==> src/rtl/tdc_hit_generator.sv <==
`default_nettype none
// ============================================================================
// Module      : tdc_hit_generator
// Description : Programmable hit-pulse transmitter for TDC self-test and
//               calibration. Emits glitch-free registered pulses of width Wh
//               separated by Lo low cycles, as a finite burst or continuously
//               until stopped. Optional feature macro: HITGEN_RANDOM_EN adds
//               an 8-bit LFSR that stretches each low phase by lfsr[3:0].
// Revision    : 1.0 - initial release
// ============================================================================
module tdc_hit_generator #(
    parameter int CNT_W   = 16,
    parameter int BURST_W = 8
) (
    input  logic               clk,
    input  logic               rst_n,
    input  logic               start,
    input  logic               stop,
    input  logic [CNT_W-1:0]   width,
    input  logic [CNT_W-1:0]   period,
    input  logic [BURST_W-1:0] burst_len,
    output logic               hit_out,
    output logic               busy,
    output logic               done,
    output logic [BURST_W-1:0] hit_count
);

    localparam logic [1:0] c_IDLE   = 2'd0;
    localparam logic [1:0] c_HIGH   = 2'd1;
    localparam logic [1:0] c_LOW    = 2'd2;
    localparam logic [1:0] c_FINISH = 2'd3;

    localparam logic [CNT_W-1:0]   c_CNT_ONE   = CNT_W'(1);
    localparam logic [BURST_W-1:0] c_BURST_ONE = BURST_W'(1);
    localparam logic [BURST_W-1:0] c_BURST_MAX = '1;

    logic [1:0]         r_state;
    logic [CNT_W-1:0]   r_cnt;
    logic [CNT_W-1:0]   r_wh;
    logic [CNT_W-1:0]   r_period;
    logic [BURST_W-1:0] r_burst;
    logic [BURST_W-1:0] r_count;
    logic               r_stop;
    logic               r_hit;
    logic               r_busy;
    logic               r_done;

    logic [CNT_W-1:0]   w_wh_new;
    logic [CNT_W-1:0]   w_lo;
    logic [CNT_W-1:0]   w_lo_len;
    logic [BURST_W-1:0] w_count_inc;
    logic               w_cnt_exp;
    logic               w_stop_pend;
    logic               w_burst_done;
    logic               w_end_seq;

    // A zero width still produces a one-cycle pulse
    assign w_wh_new     = (width == '0) ? c_CNT_ONE : width;
    // At least one low cycle separates hits even when period <= Wh
    assign w_lo         = (r_period > r_wh) ? (r_period - r_wh) : c_CNT_ONE;
    assign w_cnt_exp    = (r_cnt <= c_CNT_ONE);
    // A stop arriving in the very cycle the low phase expires still counts
    assign w_stop_pend  = r_stop | stop;
    assign w_burst_done = (r_burst != '0) && (r_count == r_burst);
    assign w_end_seq    = w_stop_pend | w_burst_done;
    assign w_count_inc  = (r_count == c_BURST_MAX) ? r_count : (r_count + c_BURST_ONE);

`ifdef HITGEN_RANDOM_EN
    logic [7:0] r_lfsr;
    logic       w_enter_high;

    assign w_enter_high = ((r_state == c_IDLE) && start) ||
                          ((r_state == c_LOW) && w_cnt_exp && !w_end_seq);
    assign w_lo_len     = w_lo + CNT_W'(r_lfsr[3:0]);

    // Fibonacci LFSR (taps 8,6,5,4), stepped once per high-phase entry, not reseeded by start
    always_ff @(posedge clk or negedge rst_n) begin
        if (!rst_n) begin
            r_lfsr <= 8'hA5;
        end else if (w_enter_high) begin
            r_lfsr <= {r_lfsr[6:0], r_lfsr[7] ^ r_lfsr[5] ^ r_lfsr[4] ^ r_lfsr[3]};
        end
    end
`else
    assign w_lo_len = w_lo;
`endif

    // Latch the programmed shape on an accepted start only
    always_ff @(posedge clk or negedge rst_n) begin
        if (!rst_n) begin
            r_wh     <= c_CNT_ONE;
            r_period <= '0;
            r_burst  <= '0;
        end else if ((r_state == c_IDLE) && start) begin
            r_wh     <= w_wh_new;
            r_period <= period;
            r_burst  <= burst_len;
        end
    end

    // Sticky abort flag: armed while busy (or alongside an accepted start), cleared in FINISH
    always_ff @(posedge clk or negedge rst_n) begin
        if (!rst_n) begin
            r_stop <= 1'b0;
        end else if (r_state == c_FINISH) begin
            r_stop <= 1'b0;
        end else if (stop && ((r_state != c_IDLE) || start)) begin
            r_stop <= 1'b1;
        end
    end

    // Sequencer with registered outputs; stop is only honoured at the end of a low phase
    always_ff @(posedge clk or negedge rst_n) begin
        if (!rst_n) begin
            r_state <= c_IDLE;
            r_cnt   <= '0;
            r_hit   <= 1'b0;
            r_busy  <= 1'b0;
            r_done  <= 1'b0;
            r_count <= '0;
        end else begin
            r_done <= 1'b0;
            case (r_state)
                c_IDLE: begin
                    if (start) begin
                        r_state <= c_HIGH;
                        r_cnt   <= w_wh_new;
                        r_hit   <= 1'b1;
                        r_busy  <= 1'b1;
                        r_count <= c_BURST_ONE;
                    end
                end
                c_HIGH: begin
                    if (w_cnt_exp) begin
                        r_state <= c_LOW;
                        r_cnt   <= w_lo_len;
                        r_hit   <= 1'b0;
                    end else begin
                        r_cnt <= r_cnt - c_CNT_ONE;
                    end
                end
                c_LOW: begin
                    if (w_cnt_exp) begin
                        if (w_end_seq) begin
                            r_state <= c_FINISH;
                            r_busy  <= 1'b0;
                            r_done  <= 1'b1;
                        end else begin
                            r_state <= c_HIGH;
                            r_cnt   <= r_wh;
                            r_hit   <= 1'b1;
                            r_count <= w_count_inc;
                        end
                    end else begin
                        r_cnt <= r_cnt - c_CNT_ONE;
                    end
                end
                c_FINISH: begin
                    r_state <= c_IDLE;
                end
                default: begin
                    r_state <= c_IDLE;
                end
            endcase
        end
    end

    assign hit_out   = r_hit;
    assign busy      = r_busy;
    assign done      = r_done;
    assign hit_count = r_count;

endmodule
`default_nettype wire

==> config.mk <==
export PLATFORM = sky130hd
export DESIGN_NAME = tdc_hit_generator
export DESIGN_NICKNAME = d
export VERILOG_FILES = /design/src/rtl/tdc_hit_generator.sv
export SDC_FILE = /design/constraint.sdc
export NUM_CORES = 1
export LEC_CHECK = 0
export CORE_UTILIZATION = 45
export DETAILED_ROUTE_END_ITERATION = 16
export GPL_TIMING_DRIVEN = 0
export PLACE_DENSITY = 0.67
export SYNTH_ARGS = -nofsm -noshare
export SYNTH_HDL_FRONTEND = slang
export SYNTH_SLANG_ARGS = --single-unit
==> constraint.sdc <==
create_clock -name clk -period 4 [get_ports clk]
set_clock_uncertainty 0.2 [all_clocks]
set_input_delay 0.4 -clock clk [delete_from_list [all_inputs] [get_ports clk]]
set_output_delay 0.4 -clock clk [all_outputs]
set_load 0.02 [all_outputs]
== Word level (Yosys, flattened, before mapping) ==
Index checks and enable logic that the tools add are counted.

* Reduce and logical (&&, ||, !) cells: 16
* Equal/unequal tests: 12
* $lt $le $gt $ge: 2
* Bitwise gates (word level): 2
* Add/subtract/negate cells: 3
* Multiplexer cells: 30

{| class="wikitable"
|+ Operator list
! cell !! number
|-
| two-way mux 16 bit || 6
|-
| case mux 16 bit (3 select lines) || 1
|-
| two-way mux 8 bit || 4
|-
| greater-than comparator 16 bit || 1
|-
| <= comparator 16 x 1 -> 1 bit (second input constant) || 1
|-
| logical NOT 16 bit || 1
|-
| case mux 8 bit (2 select lines) || 1
|-
| subtractor 16 x 1 -> 16 bit (second input constant) || 1
|-
| subtractor 16 bit || 1
|-
| != test 2 bit (second input constant) || 6
|-
| two-way mux 1 bit || 11
|-
| AND reduction 5 bit || 2
|-
| adder 8 x 1 -> 8 bit (second input constant) || 1
|-
| == test 8 bit || 1
|-
| == test 8 bit (second input constant) || 1
|-
| two-way mux 2 bit || 4
|-
| case mux 2 bit (4 select lines) || 1
|-
| nonzero test 8 bit || 1
|-
| AND reduction 3 bit || 2
|-
| nonzero test 2 bit || 3
|-
| == test 2 bit (second input constant) || 2
|-
| AND reduction 4 bit || 1
|-
| logical AND 1 bit || 3
|-
| != test 3 bit (second input constant) || 1
|-
| 7 further kinds || 8
|}

* Logic and storage cells: 75
* Register bits: 70
* Input bits: 44

== Logic depth before layout (Yosys ltp) ==
Gate-level depths: netlist of run 1.

* Word-level depth: 6
* Mapped depth: 12
* Gate-level depth less buffers: 11

== Worst setup path after synthesis of run 1 ==
No wires, ideal clock.

* Path kind: register to register
* Start point: register r_wh[0]
* End point: register r_cnt[1]
* Cell stages (with the launch flop): 12
* Data required time: 3.717 ns
* Setup slack: 1.219 ns
* Library setup time: 0.083 ns
* Arrival time: 2.498 ns
* Period minus slack after synthesis: 2.781 ns
* Cell sequence: dfstp_2 > ha_1 > fa_1 > nand2b_1 > a211oi_1 > o31a_1 > o211a_1 > buf_1 > a221oi_1 > a21oi_1 > mux2i_1 > o21ai_0

* Word-level cells in the longest chain between the ends: 4
* Elaborated cells between the ends (all ways): 5
* Those cells by class: add/sub (1); order compare (1); mux (3)

{| class="wikitable"
|+ RTL lines
! what !! line !! source
|-
| from (decl) || 39 || <nowiki>logic [CNT_W-1:0] r_wh;</nowiki>
|-
| from (signal assigned) || 91 || <nowiki>r_wh <= c_CNT_ONE;</nowiki>
|-
| from (signal assigned) || 95 || <nowiki>r_wh <= w_wh_new;</nowiki>
|-
| subtractor 16 bit / greater-than comparator 16 bit (equally long branches) || 60 || <nowiki>assign w_lo = (r_period > r_wh) ? (r_period - r_wh) : c_CNT_ONE;</nowiki>
|-
| two-way mux 16 bit * || 60 ||
|-
| two-way mux 16 bit * || 134 || <nowiki>if (w_cnt_exp) begin</nowiki>
|-
| case mux 16 bit (3 select lines) * || 123 || <nowiki>case (r_state)</nowiki>
|-
| to (signal assigned) || 127 || <nowiki>r_cnt <= w_wh_new;</nowiki>
|-
| to (signal assigned) || 136 || <nowiki>r_cnt <= w_lo_len;</nowiki>
|-
| to (signal assigned) || 139 || <nowiki>r_cnt <= r_cnt - c_CNT_ONE;</nowiki>
|-
| to (decl) || 38 || <nowiki>logic [CNT_W-1:0] r_cnt;</nowiki>
|}

Mark *: on every way between the ends. The rest lies on a longest branch, timed or not.
A chain may end at the register's enable or synchronous reset.

== Final worst setup path of run 1 ==
* Start point: register r_period[0]
* End point: register r_cnt[4]

* Word-level cells in the longest chain between the ends: 4
* Elaborated cells between the ends (all ways): 5
* Those cells by class: add/sub (1); order compare (1); mux (3)

{| class="wikitable"
|+ RTL lines
! what !! line !! source
|-
| from (decl) || 40 || <nowiki>logic [CNT_W-1:0] r_period;</nowiki>
|-
| from (signal assigned) || 96 || <nowiki>r_period <= period;</nowiki>
|-
| subtractor 16 bit / greater-than comparator 16 bit (equally long branches) || 60 ||
|-
| two-way mux 16 bit * || 60 ||
|-
| two-way mux 16 bit * || 134 ||
|-
| case mux 16 bit (3 select lines) * || 123 ||
|}

Marks and branches as above.

==> run metrics, run 1 <==
die height=around 100 um; synthesized area=between 4000 and 5000 sq um; clock buffer count from CTS=9; Data required, critical path=approximately 4100 ps; Setup TNS=0 ps; Synth top cells by count=dfrtp_1 (69), nand2_1 (40), mux2_2 (37), nor2_1 (37), inv_1 (32); Crit Path Category=flip-flop to flip-flop; Synth Area in Adders=0.0657; Post-Synth XOR/XNOR Area=0.0636; Max Clk Rate=303 MHz; Seq/Total Area, Yosys=0.374; PnR worst setup slack=approximately 700 ps; DR vias=4,016; largest family of logic cells by synthesized area=compound AO/OA/AOI/OAI gates; Min Hold Slack=between 200 and 300 ps; GRT Overall Usage=0.236; first-pass GRT wire length=about 20,000 um; CTS tree=yes; sequential fraction of design power=0.251; largest net degree at the start of global routing=~70; Worst setup EP type=flip-flop; Min-Delay Startpoint=r_wh[7]; post-synthesis instance total=just under 500; worst path cell trace=inv_1 > ha_1 > fa_1 > nand2b_1 > a211oi_1 > o31a_1 > o211a_1 > buf_1 > a221oi_1 > a21oi_1 > mux2i_1 > o21ai_0; Clk pin slew, worst setup/hold paths=80 ps; Worst Setup Start Kind=flip-flop; Hold Violations, Final=0; PwrDens=about 940 nW/um^2; DP Wirelength=slightly above 9000 um; initial core utilization=0.472; RR Startpoint=r_period[0]; Int Power=0.00289 W; unrepaired setup endpoints after global routing=false; GP Congestion=approximately 0.86; post-synthesis area per instance=9.44 sq um; n_diodes=0; top_reg_cell synth=dfrtp_1; vias in the first global route=between 3,000 and 4,000; Clock Latency Late Sink=around 360 ps; Min-Delay Endpoint=r_wh[7]; EDFF count, synth=0; routed vias/inst=5.74; Yosys top cell area share=0.369; worst-path maximum fanout=10; Layout Utilization=0.571; Slew headroom=0.540; I/O Buffers=54; Worst path max stage delay=around 410 ps; period utilisation layout=0.826; post-synth top area cell=dfrtp_1; reg2reg end=r_cnt[4]; simple-gate share of the synthesized area=0.165; Initial DRC Count=approximately 210; switching share of power=0.459; root cell of the clock tree=clkbuf_8; most common cell in the netlist=dfrtp_1; Logic pwr share=0.616; core footprint=between 9000 and 10,000 sq um; Final setup viols=0; Row Count=36; Final Max Tran Viols=0; ranking of synthesized cells by area=dfrtp_1 (37%), mux2_2 (8.9%), ha_1 (6.1%); Net Switching=0.00245 W; nets@finish=~630; DRC Markers=0; Avg WL per Cell=around 17 um; H-tree levels=3; Hold Path Cell Cnt=2; Lkg Pwr=about 2.4 nW; peak supply drop=around 0.00042 V; mux cell area share after synthesis=0.104; Reg2Reg Depth=12; Final ANT Viol Nets=0; FF-to-FF setup slack=just under 700 ps; io pins=55; Tightest Pin Transition=689 ps; compound-cell area share of the yosys netlist=0.178; Data arrival, critical path=around 3400 ps; grt ovf=0; clock sink count=70; area grow syn2layout=20.9%; power share of the clock group=0.133; deepest clock path buffer count=2; syn_nets=approximately 560; initial antenna violation count=0; async set-reset flop share out of synthesis=1.00; Place WS=around 750 ps; Seq cells post-synth=70; post-synthesis cell type count=between 60 and 70; fraction of layout cells with a size suffix above 1=0.143; detailed-router iteration count before antenna repair=4; # fillers=920; min cycle time layout=around 3300 ps; cells resized by post-CTS repair=0; max-cap check violation count=0; slowest CP cell=fa_1; WL final=~12,000 um; status=complete, no violations; chip width=about 100 um; Synthesis Warnings=0; worst min-delay path class=flip-flop to flip-flop; die area=approximately 11,000 sq um
[area by class of cell]
| class | instances | area (sq um) | share of cell area |
|---|---|---|---|
| Buffer | 23 | 111 | 0.0197 |
| Clock buffer | 11 | 141 | 0.0250 |
| Clock inverter | 4 | 95.1 | 0.0168 |
| Inverter | 32 | 120 | 0.0212 |
| Multi-Input combinational cell | 371 | 2700 | 0.477 |
| Sequential cell | 70 | 1750 | 0.310 |
| Tap cell | 133 | 166 | 0.0294 |
| Timing Repair Buffer | 56 | 576 | 0.102 |
[power groups by stage]
| stage | Clock [W] | Combinational (W) | Sequential [W] |
|---|---|---|---|
| finish | 0.000708 | 0.00329 | 0.00134 |
| global route | 0.000745 | 0.00362 | 0.00139 |
| global placement | 0 | 0.00315 | 0.00133 |
| CTS | 0.000716 | 0.00325 | 0.00134 |
| detailed placement | 0 | 0.00323 | 0.00135 |
| floorplan | 0 | 0.00247 | 0.00128 |
[cell families after synthesis]
kind of cell,after synthesis
fa+ha+maj,24
flops,70
simple gates,145
compound gates,124
xor+xnor,34
mux,44
buf+inv,55
[repair_timing]
action | in CTS | in global routing
endpoints found under the hold margin | 69 | 0
setup buffers | 0 | 0
setup endpoints to repair | 0 | 0
hold buffers | 1 | 0
[worst max-delay path, delay by kind of cell, from the launching register on]
kind | cells | cell delay (ps)
adder cells (fa/ha/maj) | 2 | 610
AND/OR/NAND/NOR | 1 | 180
multiplexers | 1 | 90
buffers and inverters | 2 | 470
flip-flops | 1 | 360
AO/OA/AOI/OAI | 6 | 1310
[metrics by stage]
step / instance area [sq um] / std cells / total power (W)
2_1_floorplan: 4680 / 496 / 0.00375
3_3_place_gp: 5390 / 683 / 0.00448
3_5_place_dp: 5410 / 684 / 0.00458
4_1_cts: 5660 / 700 / 0.00530
5_1_grt: 5660 / 700 / 0.00575
6_report: 5660 / 700 / 0.00534
[layer usage]
metal / GRT usage / wire, um
met4: 0.0847 / 231
met5: 0 / 0
met1: 0.341 / 5770
met3: 0.0332 / 654
met2: 0.360 / 5530
[cell usage in the layout, fill, tap and decap left out, drive strengths merged, types with 8 or more instances in the layout]
cell type	netlist	final
xnor2	18	18
dfrtp	69	69
o21ai	30	30
ha	23	23
nor2	39	39
inv	32	32
a21oi	28	28
xor2	16	16
mux2	37	37
nor4	11	11
nand3	8	8
nand2	40	40
buf	9	11
nor3	12	12
a31oi	9	9
nand4	9	9
clkdlybuf4s50	0	53
clkbuf	14	25
[worst max path at each step]
| stage | endpoint | cells past startpoint | slack, ps | start |
|---|---|---|---|---|
| CTS | r_cnt[1] | 12 | 710 | r_period[0] |
| global route | r_cnt[4] | 12 | 410 | r_period[0] |
| detailed placement | r_cnt[1] | 12 | 750 | r_period[0] |
| finish | r_cnt[4] | 12 | 700 | r_period[0] |
| floorplan | r_cnt[1] | 11 | 1220 | r_wh[0] |
| global placement | done | 1 | -140 | rst_n |
[state kept, by name, summed over array words and instances, names as in the netlist, 2 cells and up]
name       count
r_wh          16
r_burst        8
r_cnt         16
hit_count      8
r_period      16
r_state        2
(Power assumes the default switching activity.)
==> run 2: changes to the inputs <==
- PLACE_DENSITY: 0.67 -> 0.7
- clock period: 4 -> 3 ns (I/O delays scaled with it)
==> run 2 against run 1 <==
  * Sequential power is 34% higher
  * Clock-buffer cell count is 2 higher
  * Worst hold slack worse by 92 ps
  * Via count is 1.6% higher
  * Critical path type unchanged
  * Critical endpoint is now r_cnt[12]
  * Largest power group unchanged
==> run metrics, run 2 (synthesized netlist as in run 1, its figures left out) <==
initial core utilization=0.472 (unchanged); Avg WL per Cell=17.9 um (+2.7%); Layout Utilization=0.582 (+0.0109); detailed-router iteration count before antenna repair=4 (unchanged); Tightest Pin Transition=629 ps (-60.3 ps); Logic pwr share=0.646 (+0.030); CTS tree=yes; worst-path maximum fanout=10 (unchanged); io pins=55 (unchanged); Crit Path Category=flip-flop to flip-flop; routed vias/inst=5.78 (+0.78%); root cell of the clock tree=clkbuf_8; core footprint=9910 sq um (unchanged); Register Area=1750 sq um (unchanged); Final setup viols=0 (unchanged); RR Startpoint=r_wh[0]; DP Wirelength=9270 um (+1.5%); power share of the clock group=0.111 (-0.022); Row Count=36 (unchanged); Net Switching=0.00349 W (+42%); first-pass GRT wire length=20,400 um (+2.0%); Final Max Tran Viols=0 (unchanged); vias in the first global route=3,987 (+4.4%); area grow syn2layout=23.2%; commonest cells after routing, fill and taps aside=dfrtp_1 (69), clkdlybuf4s50_1 (53), nand2_1 (40); Worst Setup Start Kind=flip-flop; grt ovf=0 (unchanged); biggest regs=r_cnt (16), r_period (16), r_wh (16); nets@finish=636 (+0.79%); PwrDens=1280 nW/um^2 (+36%); commonest non-fill, non-tap cell in the layout=dfrtp_1; H-tree levels=3 (unchanged); fraction of layout cells with a size suffix above 1=0.188 (+0.0456); fin cells=706 (+0.86%); Slew headroom=0.581 (+0.0402); peak supply drop=0.000539 V (+29%); I/O Buffers=54 (unchanged); n_diodes=0 (unchanged); die height=104 um (unchanged); FF-to-FF setup slack=50 ps (-640 ps); Lkg Pwr=2.45 nW (+1.2%); Reg2Reg Depth=10 (-2); Initial DRC Count=257 (+20%); max-cap check violation count=0 (unchanged); die area=10,800 sq um (unchanged); largest net degree at the start of global routing=45 (-37%); min cycle time layout=2950 ps (-357 ps); Max Clk Rate=339 MHz (+12%); initial antenna violation count=0 (unchanged); chip width=104 um (unchanged); Clk pin slew, worst setup/hold paths=80 ps (about the same); GP Congestion=0.870 (+0.71%); Data arrival, critical path=3000 ps (-380 ps); reg2reg end=r_cnt[12]; GRT Overall Usage=0.242 (+0.00543); Int Power=0.00390 W (+35%); Final ANT Viol Nets=0 (unchanged); placed cell count=684 (unchanged); worst min-delay path class=primary input to async pin; Clock Latency Late Sink=360 ps (about the same); clock sink count=70 (unchanged); clock buffer count from CTS=9 (unchanged); Hold Violations, Final=0 (unchanged); Data required, critical path=3050 ps (-1030 ps); deepest clock path buffer count=2 (unchanged); Power, Total=0.00739 W (+38%); switching share of power=0.472 (+0.0128); period utilisation layout=0.983 (+0.156); area taken by multi-input logic gates=2790 sq um (+3.5%); status=complete, no violations; WL final=12,600 um (+3.5%); sequential fraction of design power=0.243 (-0.008); Worst setup EP type=flip-flop; DRC Markers=0 (unchanged); # fillers=875 (-4.9%); DR vias=4,082 (+1.6%)
## run 2: power groups by stage
stage / Combinational (W) / Clock [W] / Sequential [W]
global route: 0.00519 / 0.000871 / 0.00186
global placement: 0.00420 / 0 / 0.00176
CTS: 0.00444 / 0.000821 / 0.00178
detailed placement: 0.00434 / 0 / 0.00179
floorplan: 0.00330 / 0 / 0.00171
finish: 0.00478 / 0.000816 / 0.00180
## run 2: how the worst max path moves through the flow
stage           startpoint         to  slack, ps  cells past startpoint
2_1_floorplan      r_wh[0]   r_cnt[1]        220                     11
3_3_place_gp         rst_n       done      -1080                      1
3_5_place_dp   r_period[0]   r_cnt[1]       -280                     12
4_1_cts        r_period[0]   r_cnt[8]         10                     12
5_1_grt            r_wh[1]  r_cnt[15]        -60                     10
6_report           r_wh[0]  r_cnt[12]         50                     10
## run 2: cell type report
cell class	count	share of cell area
Sequential cell	70	0.304
Inverter	32	0.0208
Multi-Input combinational cell	371	0.484
Tap cell	133	0.0289
Clock buffer	13	0.0275
Timing Repair Buffer	62	0.108
Clock inverter	3	0.00738
Buffer	22	0.0200
## run 2: repair_timing
item | in CTS | in global routing
hold buffers | 1 | 0
gates resized for setup | 7 | 18
endpoints found under the setup margin | 11 | 16
setup buffers | 1 | 5
pin swaps | 1 | 4
endpoints found under the hold margin | 26 | 0
## run 2: layer usage
layer	up-vias	wire length (um)	global-route usage
met4	0	267	0.0980
met1	1985	5750	0.317
met5	-	0	0
met3	27	664	0.0508
met2	135	5930	0.388
li1	1935	-	-
## run 2: through the flow
step	cell area (sq um)	setup slack [ps]	setup TNS, ps	hold slack [ps]
after global routing	5770	-59.1	-142	229
after floorplan	4680	219	0	-196
after detailed placement	5410	-279	-1650	40.7
final	5770	52.4	0	206
after CTS	5660	11.3	0	206
after global placement	5390	-1080	-75620	268
## run 2: worst max-delay path, stage by stage, from the launching register on
cell and delay (ps):
dfstp_2 580, ha_2 210, fa_2 210, nand2b_4 130
a211oi_2 70, o31a_1 330, o211a_1 270, buf_6 170
a221oi_2 270, o22ai_1 130, mux2_2 270
